[config.mk]
export PLATFORM = sky130hd
export DESIGN_NAME = issue_scoreboard
export DESIGN_NICKNAME = d
export VERILOG_FILES = /design/src/rtl/issue_scoreboard.sv
export SDC_FILE = /design/constraint.sdc
export NUM_CORES = 1
export LEC_CHECK = 0
export CAP_MARGIN = 20
export CORE_MARGIN = 5
export CORE_UTILIZATION = 44
export DETAILED_ROUTE_END_ITERATION = 7
export PLACE_DENSITY_LB_ADDON = 0.2
export SLEW_MARGIN = 10
export SYNTH_ARGS = -nofsm -noshare
export SYNTH_HDL_FRONTEND = slang
export SYNTH_SLANG_ARGS = --single-unit
[constraint.sdc]
create_clock -name clk -period 4.7 [get_ports clk]
set_input_delay 1.41 -clock clk [delete_from_list [all_inputs] [get_ports clk]]
set_output_delay 1.41 -clock clk [all_outputs]
set_load 0.02 [all_outputs]
[src/rtl/issue_scoreboard.sv]
// Issue controller for the pipelined core: holds or issues the fetch instruction
// against a pending-write scoreboard and squashes issue on a taken branch.
module issue_scoreboard #(
    parameter int MAX_PENDING = 4
) (
    input  logic        clk,
    input  logic        reset,
    input  logic        validF,
    input  logic [3:0]  rs1F,
    input  logic [3:0]  rs2F,
    input  logic        useRs1F,
    input  logic        useRs2F,
    input  logic [3:0]  rdF,
    input  logic        wrRdF,
    input  logic        isBranchTakenE,
    input  logic        wbValid,
    input  logic [3:0]  wbRd,
    output logic        stallF,
    output logic        flushF,
    output logic        issueE,
    output logic [3:0]  rdE,
    output logic [15:0] busy,
    output logic [3:0]  pendCount,
    output logic        wbErr
);

    // Handshake: validF offers an instruction; it is consumed in the cycle where
    // issue is high (valid, not stalled, not flushed); otherwise fetch holds or drops it.
    localparam logic [3:0] MAX_P = 4'(MAX_PENDING);

    logic [15:0] busy_q, busy_d;
    logic [3:0]  pend_count_q, pend_count_d;
    logic        issue_e_q, issue_e_d;
    logic [3:0]  rd_e_q, rd_e_d;
    logic        wb_err_q, wb_err_d;

    logic [15:0] wb_onehot;
    logic [15:0] eff_busy;
    logic        src_haz, waw_haz, cap_haz;
    logic        issue, set_en, clr_en;

    always_comb begin
        wb_onehot = '0;
        if (wbValid) wb_onehot[wbRd] = 1'b1;
        // A register completing writeback this cycle no longer blocks readers.
        eff_busy = busy_q & ~wb_onehot;

        src_haz = (useRs1F && rs1F != 4'd0 && eff_busy[rs1F]) ||
                  (useRs2F && rs2F != 4'd0 && eff_busy[rs2F]);
        waw_haz = wrRdF && rdF != 4'd0 && eff_busy[rdF];
        cap_haz = wrRdF && rdF != 4'd0 && pend_count_q == MAX_P;

        stallF = validF && !isBranchTakenE && (src_haz || waw_haz || cap_haz);
        flushF = isBranchTakenE;
        issue  = validF && !stallF && !isBranchTakenE;

        set_en = issue && wrRdF && rdF != 4'd0;
        clr_en = wbValid && wbRd != 4'd0 && busy_q[wbRd];
    end

    always_comb begin
        busy_d = busy_q;
        if (clr_en) busy_d[wbRd] = 1'b0;
        // Applied after the clear so a same-register set wins.
        if (set_en) busy_d[rdF] = 1'b1;
        busy_d[0] = 1'b0;

        pend_count_d = pend_count_q;
        if (set_en && !clr_en)      pend_count_d = pend_count_q + 4'd1;
        else if (clr_en && !set_en) pend_count_d = pend_count_q - 4'd1;

        issue_e_d = issue;
        rd_e_d    = (issue && wrRdF) ? rdF : 4'd0;
        wb_err_d  = wb_err_q || (wbValid && wbRd != 4'd0 && !busy_q[wbRd]);
    end

    always_ff @(posedge clk) begin
        if (reset) begin
            busy_q       <= '0;
            pend_count_q <= '0;
            issue_e_q    <= 1'b0;
            rd_e_q       <= '0;
            wb_err_q     <= 1'b0;
        end else begin
            busy_q       <= busy_d;
            pend_count_q <= pend_count_d;
            issue_e_q    <= issue_e_d;
            rd_e_q       <= rd_e_d;
            wb_err_q     <= wb_err_d;
        end
    end

    assign issueE    = issue_e_q;
    assign rdE       = rd_e_q;
    assign busy      = busy_q;
    assign pendCount = pend_count_q;
    assign wbErr     = wb_err_q;

endmodule

==> impl_metrics.json <==
{
  "dp_cells": 382,
  "path_class": "in -> out",
  "port_buffers": 50,
  "post-route-period-util": 0.975,
  "r2r_end": "pendCount[3]",
  "synth.avg_cell_area_sq_um": 8.47,
  "cts_tree": "yes",
  "cp_slowest_cell": "o211ai_1",
  "worstHoldStart": "wbErr",
  "cts-root-buf": "clkbuf_8",
  "layout-drive-gt1-share": 0.355,
  "p_per_area_nw_per_um2": 167,
  "die_area_sq_um": 5990,
  "met3_length_um": 554,
  "whs_ns": 0.489,
  "async_reset_ff_frac": 0,
  "slew_viol_final": 0,
  "power.leakage_nw": 1.19,
  "ys_top_cells_by_area": "dfxtp_1 25%, mux4_2 6.8%, o211ai_1 4.9%",
  "hold_class": "reg -> reg",
  "reg2reg_from": "busy[15]",
  "cts_hold_buffers": 0,
  "final_cells": 396,
  "path_buf_inv": 4,
  "die_w_um": 77.4,
  "synth_cell_types": 62,
  "worstPathArrival_ns": 3.17,
  "ys_warn_count": 0,
  "grt_overflow": 0,
  "hpwl_um": 5820,
  "cp_data_required_time_ns": 3.29,
  "synthTopCellsByCount": "25 x dfxtp_1, 22 x nor2_1, 18 x nand2_1",
  "synth_top_area_share": 0.250,
  "cts_max_level": 1,
  "synth.net_count": 264,
  "gp_congestion": 0.994,
  "rows": 24,
  "cpPeakStageDelay_ns": 0.32,
  "synth-edff-count": 0,
  "grt_pass1_vias": 2469,
  "fmax_ghz": 0.218,
  "grt_pass1_wl_um": 12100,
  "syn_inst": 236,
  "met1_length_um": 3190,
  "yosysMostFrequentCell": "dfxtp_1",
  "setup_viol_count_final": 0,
  "whs_endpoint": "wbErr",
  "grt_max_degree": 18,
  "num-nets-final": 373,
  "io_pins": 52,
  "clk_pin_slew_worst_paths_ns": 0.08,
  "highest_layer": "met4",
  "core_area_sq_um": 4380,
  "clock_skew_ns": 0.00293,
  "die_h_um": 77.4,
  "vias_per_cell": 6.09,
  "drt_pass1_iterations": 4,
  "period_minus_slack_ns": 4.58,
  "cap_violations": 0,
  "synth-main-ff-cell": "dfxtp_1",
  "r2r_slack_ns": 1.38,
  "cts_sinks": 25,
  "numCtsBuffers": 3,
  "routed-via-count": 2411,
  "routed_wl_um": 7450,
  "slew_headroom": 0.665,
  "start_kind": "primary input",
  "final_hold_viol_count": 0,
  "outcome": "complete, no violations",
  "crit_chain": "buf_2 > or2_1 > buf_4 > buf_4 > o2111ai_1 > o211ai_1 > o211ai_1 > o22ai_4 > a21oi_2 > nor2_2 > buf_2",
  "critPathTopFamily": "compound AO/OA/AOI/OAI gates",
  "critPathMaxFanout": 6,
  "wl_met2_um": 3600,
  "tightest_slew_ns": 0.501,
  "syn_area_sq_um": 2000,
  "antenna_found_initial": 0,
  "endpoint_kind": "output pin",
  "wl_per_cell_um": 18.8,
  "clk_latency_ns": 0.27,
  "ff2ff_path_depth": 14,
  "ant_nets": 0,
  "detail_route.iter0.violations": 218,
  "track_usage": 0.249,
  "area_growth_pct": 56.9,
  "seq_area_frac_synth": 0.250,
  "synth_seq_cells": 25,
  "drcViolationCount": 0,
  "start_util": 0.456,
  "diodes": 0,
  "peakVddDrop_mv": 0.202,
  "max-clock-path-buffers": 2,
  "yosys.area.top_type": "dfxtp_1",
  "hold_depth": 2
}
==> cells by family after synthesis <==
| group | Yosys count | share of synthesized area |
|---|---|---|
| adder cells (fa/ha/maj) | 4 | 0.0288 |
| AO/OA/AOI/OAI | 78 | 0.313 |
| other | 1 | 0.00188 |
| flip-flops | 25 | 0.250 |
| buffers and inverters | 29 | 0.0732 |
| XOR/XNOR | 3 | 0.0131 |
| multiplexers | 11 | 0.0932 |
| AND/OR/NAND/NOR | 85 | 0.227 |
==> worst register-to-register path, delay by kind of cell (launching register included) <==
kind / cells / cell delay (ns)
compound gates: 6 / 1.08
xor+xnor: 1 / 0.09
fa+ha+maj: 2 / 0.40
buf+inv: 2 / 0.34
flops: 1 / 0.41
mux: 1 / 0.49
simple gates: 2 / 0.43
==> repair_timing <==
item                                    CTS  global route
setup buffers                             7             3
endpoints found under the setup margin    4             2
gates cloned                              0             0
pin swaps                                16            10
gates resized for setup                  42            12
==> power by group <==
part / total, W / switching, W / leakage (nW) / internal (W)
clock: 0.000128 / 0.0000669 / 0.0228 / 0.0000607
sequential: 0.000220 / 0.00000422 / 0.202 / 0.000216
combinational: 0.000177 / 0.0000914 / 0.964 / 0.0000861
==> layout make-up <==
class / instances / area (sq um)
Multi-Input combinational cell: 182 / 1450
Fill cell: 356 / 1250
Timing Repair Buffer: 123 / 1040
Sequential cell: 25 / 500
Tap cell: 52 / 65.1
Clock buffer: 4 / 45.0
Inverter: 10 / 37.5
==> cell usage in the layout (no fill, tap or decap), types with 3 or more instances in the layout <==
cell type	synthesis	routed
or4_1	4	4
nand2_1	18	18
dfxtp_1	25	25
buf_2	3	5
o31ai_1	4	4
nor2_1	22	20
clkdlybuf4s50_1	0	41
nor2b_1	8	8
mux2i_1	4	4
o21ai_2	4	6
buf_6	3	5
dlymetal6s2s_1	0	3
nand2b_1	5	4
o211ai_1	13	13
a21oi_1	6	3
o21ai_0	10	8
nand3_1	4	3
or3_1	6	6
inv_1	10	9
o32ai_1	7	7
a21oi_2	0	3
o2111ai_1	9	9
o21ai_1	5	3
clkbuf_8	0	3
mux4_2	6	6
buf_4	3	68
==> flip-flops by register name, summed over array words and instances (netlist names) <==
| signal | flops |
|---|---|
| busy | 15 |
| wbErr | 1 |
| rdE | 4 |
| pendCount | 4 |
| issueE | 1 |
==> layer usage <==
layer | up-vias | global-route usage
met5 | - | 0
li1 | 1127 | -
met4 | 0 | 0.0550
met3 | 13 | 0.0440
met2 | 121 | 0.418
met1 | 1150 | 0.333
==> stage by stage <==
stage | setup WS (ns) | total power, W | area (sq um) | util | setup TNS [ns]
2_1_floorplan | 0.0445 | 0.000306 | 2000 | - | 0
3_3_place_gp | -0.733 | 0.000386 | 2930 | 0.669 | -2.00
3_5_place_dp | -0.773 | 0.000388 | 2930 | 0.669 | -2.46
4_1_cts | 0.0205 | 0.000522 | 3100 | 0.708 | 0
5_1_grt | -0.0117 | 0.000551 | 3140 | 0.716 | -0.0117
6_report | 0.117 | 0.000525 | 3140 | 0.716 | 0
==> how the worst max path moves through the flow <==
stage / start / end / slack, ns / cells past startpoint
5_1_grt: wbRd[1] / pendCount[3] / -0.01 / 19
3_3_place_gp: wbRd[1] / stallF / -0.73 / 9
6_report: wbRd[1] / stallF / 0.12 / 11
2_1_floorplan: wbRd[0] / stallF / 0.04 / 10
3_5_place_dp: wbValid / stallF / -0.77 / 9
4_1_cts: wbRd[3] / pendCount[3] / 0.02 / 18
Power figures use the tool's default switching activity.
